$ cat src/rtl/stg_pipe_latch_pkg.sv
`default_nettype none
// ============================================================================
//  Module   : stg_pipe_latch_pkg
//  Purpose  : Shared sizes, NOP encoding and load-source selection helper for
//             the pipeline-stage register stg_pipe_latch.
//  Contents : SIZE_ADDR / SIZE_DATA / HBIT_ADDR / HBIT_DATA  bus sizes
//             NOP_INSTR   shared bubble encoding (default for P_NOP)
//             ld_src_e    what the output register does this cycle
//             sel_load_src()  priority selection of the load source
//  Revision : 1.0  initial release
// ============================================================================
package stg_pipe_latch_pkg;

  localparam int SIZE_ADDR = 32;
  localparam int SIZE_DATA = 32;
  localparam int HBIT_ADDR = SIZE_ADDR - 1;
  localparam int HBIT_DATA = SIZE_DATA - 1;

  localparam logic [SIZE_DATA-1:0] NOP_INSTR = '0;

  typedef enum logic [2:0] {
    LD_HOLD   = 3'd0,  // output stalled, keep contents
    LD_FLUSH  = 3'd1,  // squash to a bubble
    LD_SKID   = 3'd2,  // drain the skid entry
    LD_INPUT  = 3'd3,  // take the upstream beat
    LD_BUBBLE = 3'd4   // nothing to load, insert a bubble
  } ld_src_e;

  // Flush beats everything; otherwise the register only changes when it is
  // free to load, and then the older skid entry goes ahead of new input.
  function automatic ld_src_e sel_load_src(input logic flush,
                                           input logic load,
                                           input logic skid_full,
                                           input logic up_xfer);
    ld_src_e src;
    src = LD_HOLD;
    if (flush)          src = LD_FLUSH;
    else if (load) begin
      if (skid_full)    src = LD_SKID;
      else if (up_xfer) src = LD_INPUT;
      else              src = LD_BUBBLE;
    end
    return src;
  endfunction

endpackage
`default_nettype wire

$ cat src/rtl/stg_skid_buf.sv
`default_nettype none
// ============================================================================
//  Module   : stg_skid_buf
//  Purpose  : One-entry {pc, instr} holding register with full/empty flags,
//             catching a beat accepted while the stage output is stalled.
//  Ports    : iw_clk, iw_rst (async, active-high)
//             iw_wr     capture iw_pc/iw_instr, entry becomes full
//             iw_rd     entry consumed, becomes empty
//             iw_clr    discard the entry (flush), highest priority
//             ow_pc, ow_instr   held entry
//             ow_full, ow_empty registered occupancy flags
//  Revision : 1.0  initial release
// ============================================================================
module stg_skid_buf #(
  parameter int P_W_ADDR = 32,
  parameter int P_W_DATA = 32
) (
  input  logic                iw_clk,
  input  logic                iw_rst,
  input  logic                iw_wr,
  input  logic                iw_rd,
  input  logic                iw_clr,
  input  logic [P_W_ADDR-1:0] iw_pc,
  input  logic [P_W_DATA-1:0] iw_instr,
  output logic [P_W_ADDR-1:0] ow_pc,
  output logic [P_W_DATA-1:0] ow_instr,
  output logic                ow_full,
  output logic                ow_empty
);

  // ow_empty is kept as its own flop so the upstream ready driven from it is
  // a pure register output.
  always_ff @(posedge iw_clk or posedge iw_rst) begin
    if (iw_rst) begin
      ow_full  <= 1'b0;
      ow_empty <= 1'b1;
      ow_pc    <= '0;
      ow_instr <= '0;
    end else if (iw_clr) begin
      ow_full  <= 1'b0;
      ow_empty <= 1'b1;
    end else if (iw_wr) begin
      ow_full  <= 1'b1;
      ow_empty <= 1'b0;
      ow_pc    <= iw_pc;
      ow_instr <= iw_instr;
    end else if (iw_rd) begin
      ow_full  <= 1'b0;
      ow_empty <= 1'b1;
    end
  end

endmodule
`default_nettype wire

$ cat src/rtl/stg_pipe_latch.sv
`default_nettype none
// ============================================================================
//  Module   : stg_pipe_latch
//  Purpose  : Pipeline-stage register carrying {pc, instr} across a stage
//             boundary with valid/ready handshakes, synchronous flush to a
//             NOP bubble and a saturating stall counter.
//  Config   : `define STG_PIPE_SKID_EN adds a 1-entry skid buffer so that
//             ow_ready is a flop; without it ow_ready = ~ow_valid | iw_ready.
//  Ports    : iw_clk, iw_rst (async, active-high)
//             iw_valid/ow_ready/iw_pc/iw_instr      upstream side
//             ow_valid/iw_ready/ow_pc/ow_instr      downstream side
//             iw_flush      squash held and incoming beats
//             iw_cnt_clr    clear the stall counter
//             ow_stall_cnt  cycles with ow_valid & ~iw_ready (saturating)
//  Revision : 1.0  initial release
// ============================================================================
module stg_pipe_latch
  import stg_pipe_latch_pkg::*;
#(
  parameter int                  P_W_ADDR = SIZE_ADDR,
  parameter int                  P_W_DATA = SIZE_DATA,
  parameter logic [P_W_DATA-1:0] P_NOP    = P_W_DATA'(NOP_INSTR),
  parameter int                  P_W_CNT  = 16
) (
  input  logic                iw_clk,
  input  logic                iw_rst,
  input  logic                iw_valid,
  output logic                ow_ready,
  input  logic [P_W_ADDR-1:0] iw_pc,
  input  logic [P_W_DATA-1:0] iw_instr,
  output logic                ow_valid,
  input  logic                iw_ready,
  output logic [P_W_ADDR-1:0] ow_pc,
  output logic [P_W_DATA-1:0] ow_instr,
  input  logic                iw_flush,
  input  logic                iw_cnt_clr,
  output logic [P_W_CNT-1:0]  ow_stall_cnt
);

  localparam logic [P_W_CNT-1:0] CNT_MAX = '1;

  logic                load;
  logic                up_xfer;
  logic                skid_full;
  logic [P_W_ADDR-1:0] skid_pc;
  logic [P_W_DATA-1:0] skid_instr;
  ld_src_e             ld_src;

  // Output register is free whenever it is empty or its beat leaves now.
  assign load    = ~ow_valid | iw_ready;
  assign up_xfer = iw_valid & ow_ready;

`ifdef STG_PIPE_SKID_EN
  logic skid_empty;
  logic skid_wr;
  logic skid_rd;

  // A beat accepted while the output cannot load parks in the skid.
  assign skid_wr  = up_xfer & ~load & ~iw_flush;
  assign skid_rd  = (ld_src == LD_SKID);
  assign ow_ready = skid_empty;

  stg_skid_buf #(
    .P_W_ADDR (P_W_ADDR),
    .P_W_DATA (P_W_DATA)
  ) u_skid (
    .iw_clk   (iw_clk),
    .iw_rst   (iw_rst),
    .iw_wr    (skid_wr),
    .iw_rd    (skid_rd),
    .iw_clr   (iw_flush),
    .iw_pc    (iw_pc),
    .iw_instr (iw_instr),
    .ow_pc    (skid_pc),
    .ow_instr (skid_instr),
    .ow_full  (skid_full),
    .ow_empty (skid_empty)
  );
`else
  assign ow_ready   = load;
  assign skid_full  = 1'b0;
  assign skid_pc    = '0;
  assign skid_instr = '0;
`endif

  always_comb begin
    ld_src = sel_load_src(iw_flush, load, skid_full, up_xfer);
  end

  // ow_pc is never cleared by a bubble or flush; only ow_instr returns to NOP.
  always_ff @(posedge iw_clk or posedge iw_rst) begin
    if (iw_rst) begin
      ow_valid <= 1'b0;
      ow_pc    <= '0;
      ow_instr <= P_NOP;
    end else begin
      case (ld_src)
        LD_FLUSH, LD_BUBBLE: begin
          ow_valid <= 1'b0;
          ow_instr <= P_NOP;
        end
        LD_SKID: begin
          ow_valid <= 1'b1;
          ow_pc    <= skid_pc;
          ow_instr <= skid_instr;
        end
        LD_INPUT: begin
          ow_valid <= 1'b1;
          ow_pc    <= iw_pc;
          ow_instr <= iw_instr;
        end
        default: ;
      endcase
    end
  end

  always_ff @(posedge iw_clk or posedge iw_rst) begin
    if (iw_rst) begin
      ow_stall_cnt <= '0;
    end else if (iw_cnt_clr) begin
      ow_stall_cnt <= '0;
    end else if (ow_valid && !iw_ready && !iw_flush && ow_stall_cnt != CNT_MAX) begin
      ow_stall_cnt <= ow_stall_cnt + P_W_CNT'(1);
    end
  end

endmodule
`default_nettype wire
$ cat config.mk
export PLATFORM = sky130hd
export DESIGN_NAME = stg_pipe_latch
export DESIGN_NICKNAME = d
export VERILOG_FILES = /design/src/rtl/stg_pipe_latch_pkg.sv /design/src/rtl/stg_skid_buf.sv /design/src/rtl/stg_pipe_latch.sv
export SDC_FILE = /design/constraint.sdc
export NUM_CORES = 1
export LEC_CHECK = 0
export CORE_MARGIN = 2
export CORE_UTILIZATION = 45
export CTS_CLUSTER_DIAMETER = 200
export CTS_CLUSTER_SIZE = 25
export DETAILED_ROUTE_END_ITERATION = 10
export PLACE_DENSITY = 0.89
export SLEW_MARGIN = 20
export SYNTH_ARGS = -nofsm -noshare
export SYNTH_HDL_FRONTEND = slang
export SYNTH_SLANG_ARGS = --single-unit
export TNS_END_PERCENT = 10
$ cat constraint.sdc
create_clock -name iw_clk -period 7.7 [get_ports iw_clk]
set_input_delay 1.925 -clock iw_clk [delete_from_list [all_inputs] [get_ports iw_clk]]
set_output_delay 1.925 -clock iw_clk [all_outputs]
set_load 0.01 [all_outputs]
* Word level (Yosys, flattened, before mapping)
Cells that the tools add are included.
** Storage, ports and cells
- Input port bits :: 70
- Register bits :: 81
** Cells by class
- Muxes and demuxes :: 8
- Equal/unequal tests :: 5
- Reduce and logical (&&, ||, !) cells :: 12
- Add/subtract/negate cells :: 1
- Bitwise logic cells :: 3
** Operators by type and width (count)
- $pmux W32 S2 :: 2
- $mux W16 :: 2
- $add A16 B1 Y16 const B :: 1
- $ne A16 B16 Y1 const B :: 1
- $mux W3 :: 3
- $reduce_bool A2 Y1 :: 4
- $eq A3 B2 Y1 const B :: 2
- $reduce_or A2 Y1 :: 2
- $eq A3 B1 Y1 const B :: 1
- $eq A3 B3 Y1 const B :: 1
- $logic_and A1 B1 Y1 :: 3
- $reduce_or A3 Y1 :: 1
- $logic_not A1 Y1 :: 2
- $pmux W1 S2 :: 1
- $and A1 B1 Y1 :: 1
- $not A1 Y1 :: 1
- $or A1 B1 Y1 :: 1

* Depth between registers and ports, before layout
- Depth in word-level cells :: 9
- Depth in mapped cells :: 6
- Gate-level depth less buffers :: 5

* Least setup slack after synthesis
OpenSTA, ideal clock, no wires.
- Kind :: input port to output port
- From :: in iw_ready
- To :: out ow_ready
- Arrival time :: 2.179 ns
- Setup slack :: 3.596 ns
- Stages :: 2
- Cells stage by stage :: nor2b_1 > inv_1
** On the way
- Longest elaborated chain between the ends :: 1
** RTL lines
- start: declaration :: RTL line stg_pipe_latch.sv:32 : input logic iw_ready,
- $or A1 B1 Y1 :: RTL line stg_pipe_latch.sv:50 : assign load = ~ow_valid | iw_ready;
- end: declaration :: RTL line stg_pipe_latch.sv:28 : output logic ow_ready,
No other way between the ends.

* Worst setup path after layout
Same ends and word-level chain as after synthesis.

==> results.json <==
{
  "detail-route-antenna-nets": 0,
  "grt_overflow": 0,
  "timing.critical_path.buf_inv": 3,
  "die_h_um": 90.7,
  "drt_iter0_drc": 96,
  "ir_worst_vdd_uv": 113,
  "p_leak_nw": 2.37,
  "synth_seq_cells": 81,
  "drc_errors": 0,
  "max_stage_delay_ns": 0.49,
  "cts.sinks": 81,
  "coreArea_mm2": 0.00725,
  "holdWs_ns": 0.479,
  "io_buffers": 151,
  "antenna_cells": 0,
  "yosysTopAreaCellShare_pct": 60.0,
  "critPathTopFamily": "buffers and inverters",
  "cp_data_arrival_time_ns": 3.23,
  "wl_per_cell_um": 15.3,
  "clk_pin_slew_ns": 0.07,
  "finalNonFillerCells": 573,
  "ys_seq_area_share_pct": 60.0,
  "insertion_delay_ns": 0.34,
  "place_inst": 557,
  "dp_slack_ns": 2.54,
  "max_slew_margin_pct": 39.8,
  "cts_max_level": 3,
  "ios": 152,
  "cts_tree": "built",
  "path_cells": "clkdlybuf4s50_1 -> nor2b_1 -> inv_1 -> clkdlybuf4s50_1",
  "via_per_inst": 5.16,
  "cp-end-kind": "output pin",
  "grt_max_degree": 82,
  "finalPower_mw": 1.00,
  "syn-instance-count": 321,
  "hold_violations": 0,
  "skew_ns": 0.00878,
  "cts_buffers": 9,
  "finalSetupViolCount": 0,
  "postCtsSetupBuffers": 0,
  "die_w_um": 90.7,
  "min_period_ns": 5.15,
  "slew_violations": 0,
  "power_density_mw_per_mm2": 192,
  "critPathKind": "in2out",
  "yosysTopAreaCell": "dfrtp_1",
  "gp_congestion": 0.824,
  "crit_fanout": 3,
  "rsz0062_at_grt": "no",
  "dieArea_mm2": 0.00822,
  "dr.pass1.iters": 6,
  "tightestPinTransition_ns": 0.900,
  "synthTopCellsByArea": "dfrtp_1 (60%), nand2_1 (11%), a22o_1 (8.3%)",
  "num-fill-cells": 535,
  "status": "finished, final reports clean",
  "ys_warn_count": 0,
  "startpoint_type": "input pin",
  "period_share_pct": 66.9,
  "synth_cell_types": 38,
  "crit_path_frequent_cell": "clkdlybuf4s50_1",
  "cts_resized": 0,
  "setup_tns_ns": 0,
  "hold_buffers": 0,
  "synth_edf_count": 0,
  "routed_wl_um": 8760,
  "antenna_found_initial": 0,
  "fin_nets": 540,
  "ys.flop_type": "dfrtp_1",
  "grtUsageTotal_pct": 22.1,
  "hp-class": "reg2reg",
  "syn_nets": 392,
  "vias": 2955,
  "setup_slack_ns": 2.55,
  "grt_pass1_vias": 3063,
  "place_hpwl_um": 6160,
  "drive_gt1_share_pct": 7.81,
  "maxCapViolations": 0,
  "cts_root_buffer": "clkbuf_8",
  "ys_async_sr_fraction_pct": 100,
  "area_growth_pct": 54.2,
  "row_count": 31,
  "initial_core_util_pct": 46.6,
  "clock_path_buffers": 2,
  "crit_slowest_cell": "clkdlybuf4s50_1",
  "critPathRequiredTime_ns": 5.78,
  "synth.avg_cell_area_um2": 10.5,
  "fmax_mhz": 194,
  "syn_area_mm2": 0.00338,
  "grt_pass1_wl_um": 14700
}
[flip-flops by register name, indices dropped and copies added, names as in the netlist]
signal	flops
ow_valid	1
ow_pc	32
ow_stall_cnt	16
ow_instr	32
[cell usage after synthesis (2+ instances only)]
cell        n
a21oi_1     7
a21oi_2     3
a22o_1     32
a31oi_1     2
and3_1      3
buf_1       2
buf_6       2
clkbuf_1   14
dfrtp_1    81
inv_1       5
mux2_2      4
mux2_4      3
nand2_1   102
nand2b_1    4
nand3_1     4
nand4_1     3
nor2_1     11
nor2b_1     8
nor3_1      3
o21ai_0     4
o31ai_1     3
or3_1       3
or4_1       3
[layout by cell type, fill, tap and decap left out, types with 3 or more instances in the layout]
master and n:
nor2b_1 8, clkbuf_8 11, mux2_4 3, or4_1 3
buf_4 3, mux2_2 4, o21ai_0 4, and3_1 3
nand4_1 3, or3_1 3, nand2_1 102, inv_1 4
o31ai_1 3, nor2_1 11, a21oi_1 7, nand3_1 4
a22o_1 32, clkdlybuf4s50_1 151, dfrtp_1 81, nor3_1 3
a21oi_2 3, nand2b_1 4
[cells by family after synthesis]
kind of cell	after synthesis	synth area share (%)
and+or+nand+nor	154	21.1
adders and majority gates	1	0.370
buffers and inverters	24	3.22
DFF	81	60.0
muxes	8	2.96
AOI/OAI and AO/OA	53	12.4
[worst min-delay path, stage by stage, from the launching register on]
cell and delay (ns):
dfrtp_1 0.35, nand2_1 0.05, nand2_1 0.05
[power breakdown]
part / internal (mW) / switching (mW) / total [mW]
registers: 0.457 / 0.0183 / 0.476
clock network: 0.201 / 0.149 / 0.349
logic: 0.104 / 0.0738 / 0.178
[final timing paths]
path                                              from                          end  slack, ns  cells past startpoint
max in group asynchronous                       iw_rst     ow_instr[22]$_DFFE_PP0P_       5.10                      3
setup / recovery                              iw_ready                     ow_ready       2.55                      4
hold / removal                    ow_pc[4]$_DFFE_PP0P_         ow_pc[4]$_DFFE_PP0P_       0.48                      2
hold reg to reg                   ow_pc[4]$_DFFE_PP0P_         ow_pc[4]$_DFFE_PP0P_       0.48                      2
min in group asynchronous                       iw_rst        ow_pc[31]$_DFFE_PP0P_       2.08                      3
setup reg to reg           ow_stall_cnt[3]$_DFFE_PP0P_  ow_stall_cnt[0]$_DFFE_PP0P_       5.52                      4
[routing by layer]
layer	GRT usage (%)	vias to the layer above	wire length, um
li1	-	1391	-
met1	26.2	1424	3470
met2	38.3	119	4460
met3	6.26	21	640
met4	8.21	0	189
met5	0	-	0
[layout make-up]
class	instances	area [um^2]	share of cell area [%]
sequential	81	2030	38.9
tap	99	124	2.38
timing repair buffer	156	1560	29.9
multi-input combinational	216	1260	24.1
clock inverter	4	75.1	1.44
clock buffer	12	155	2.98
inverter	5	20.0	0.384
[per-stage QoR]
| stage | cell area, um^2 | util (%) |
|---|---|---|
| floorplan | 3380 | - |
| finish | 5210 | 71.9 |
| detailed placement | 4980 | 68.7 |
| global placement | 4970 | 68.5 |
| global route | 5210 | 71.9 |
| CTS | 5210 | 71.8 |
Note: power is estimated with default switching activity, not from simulation.
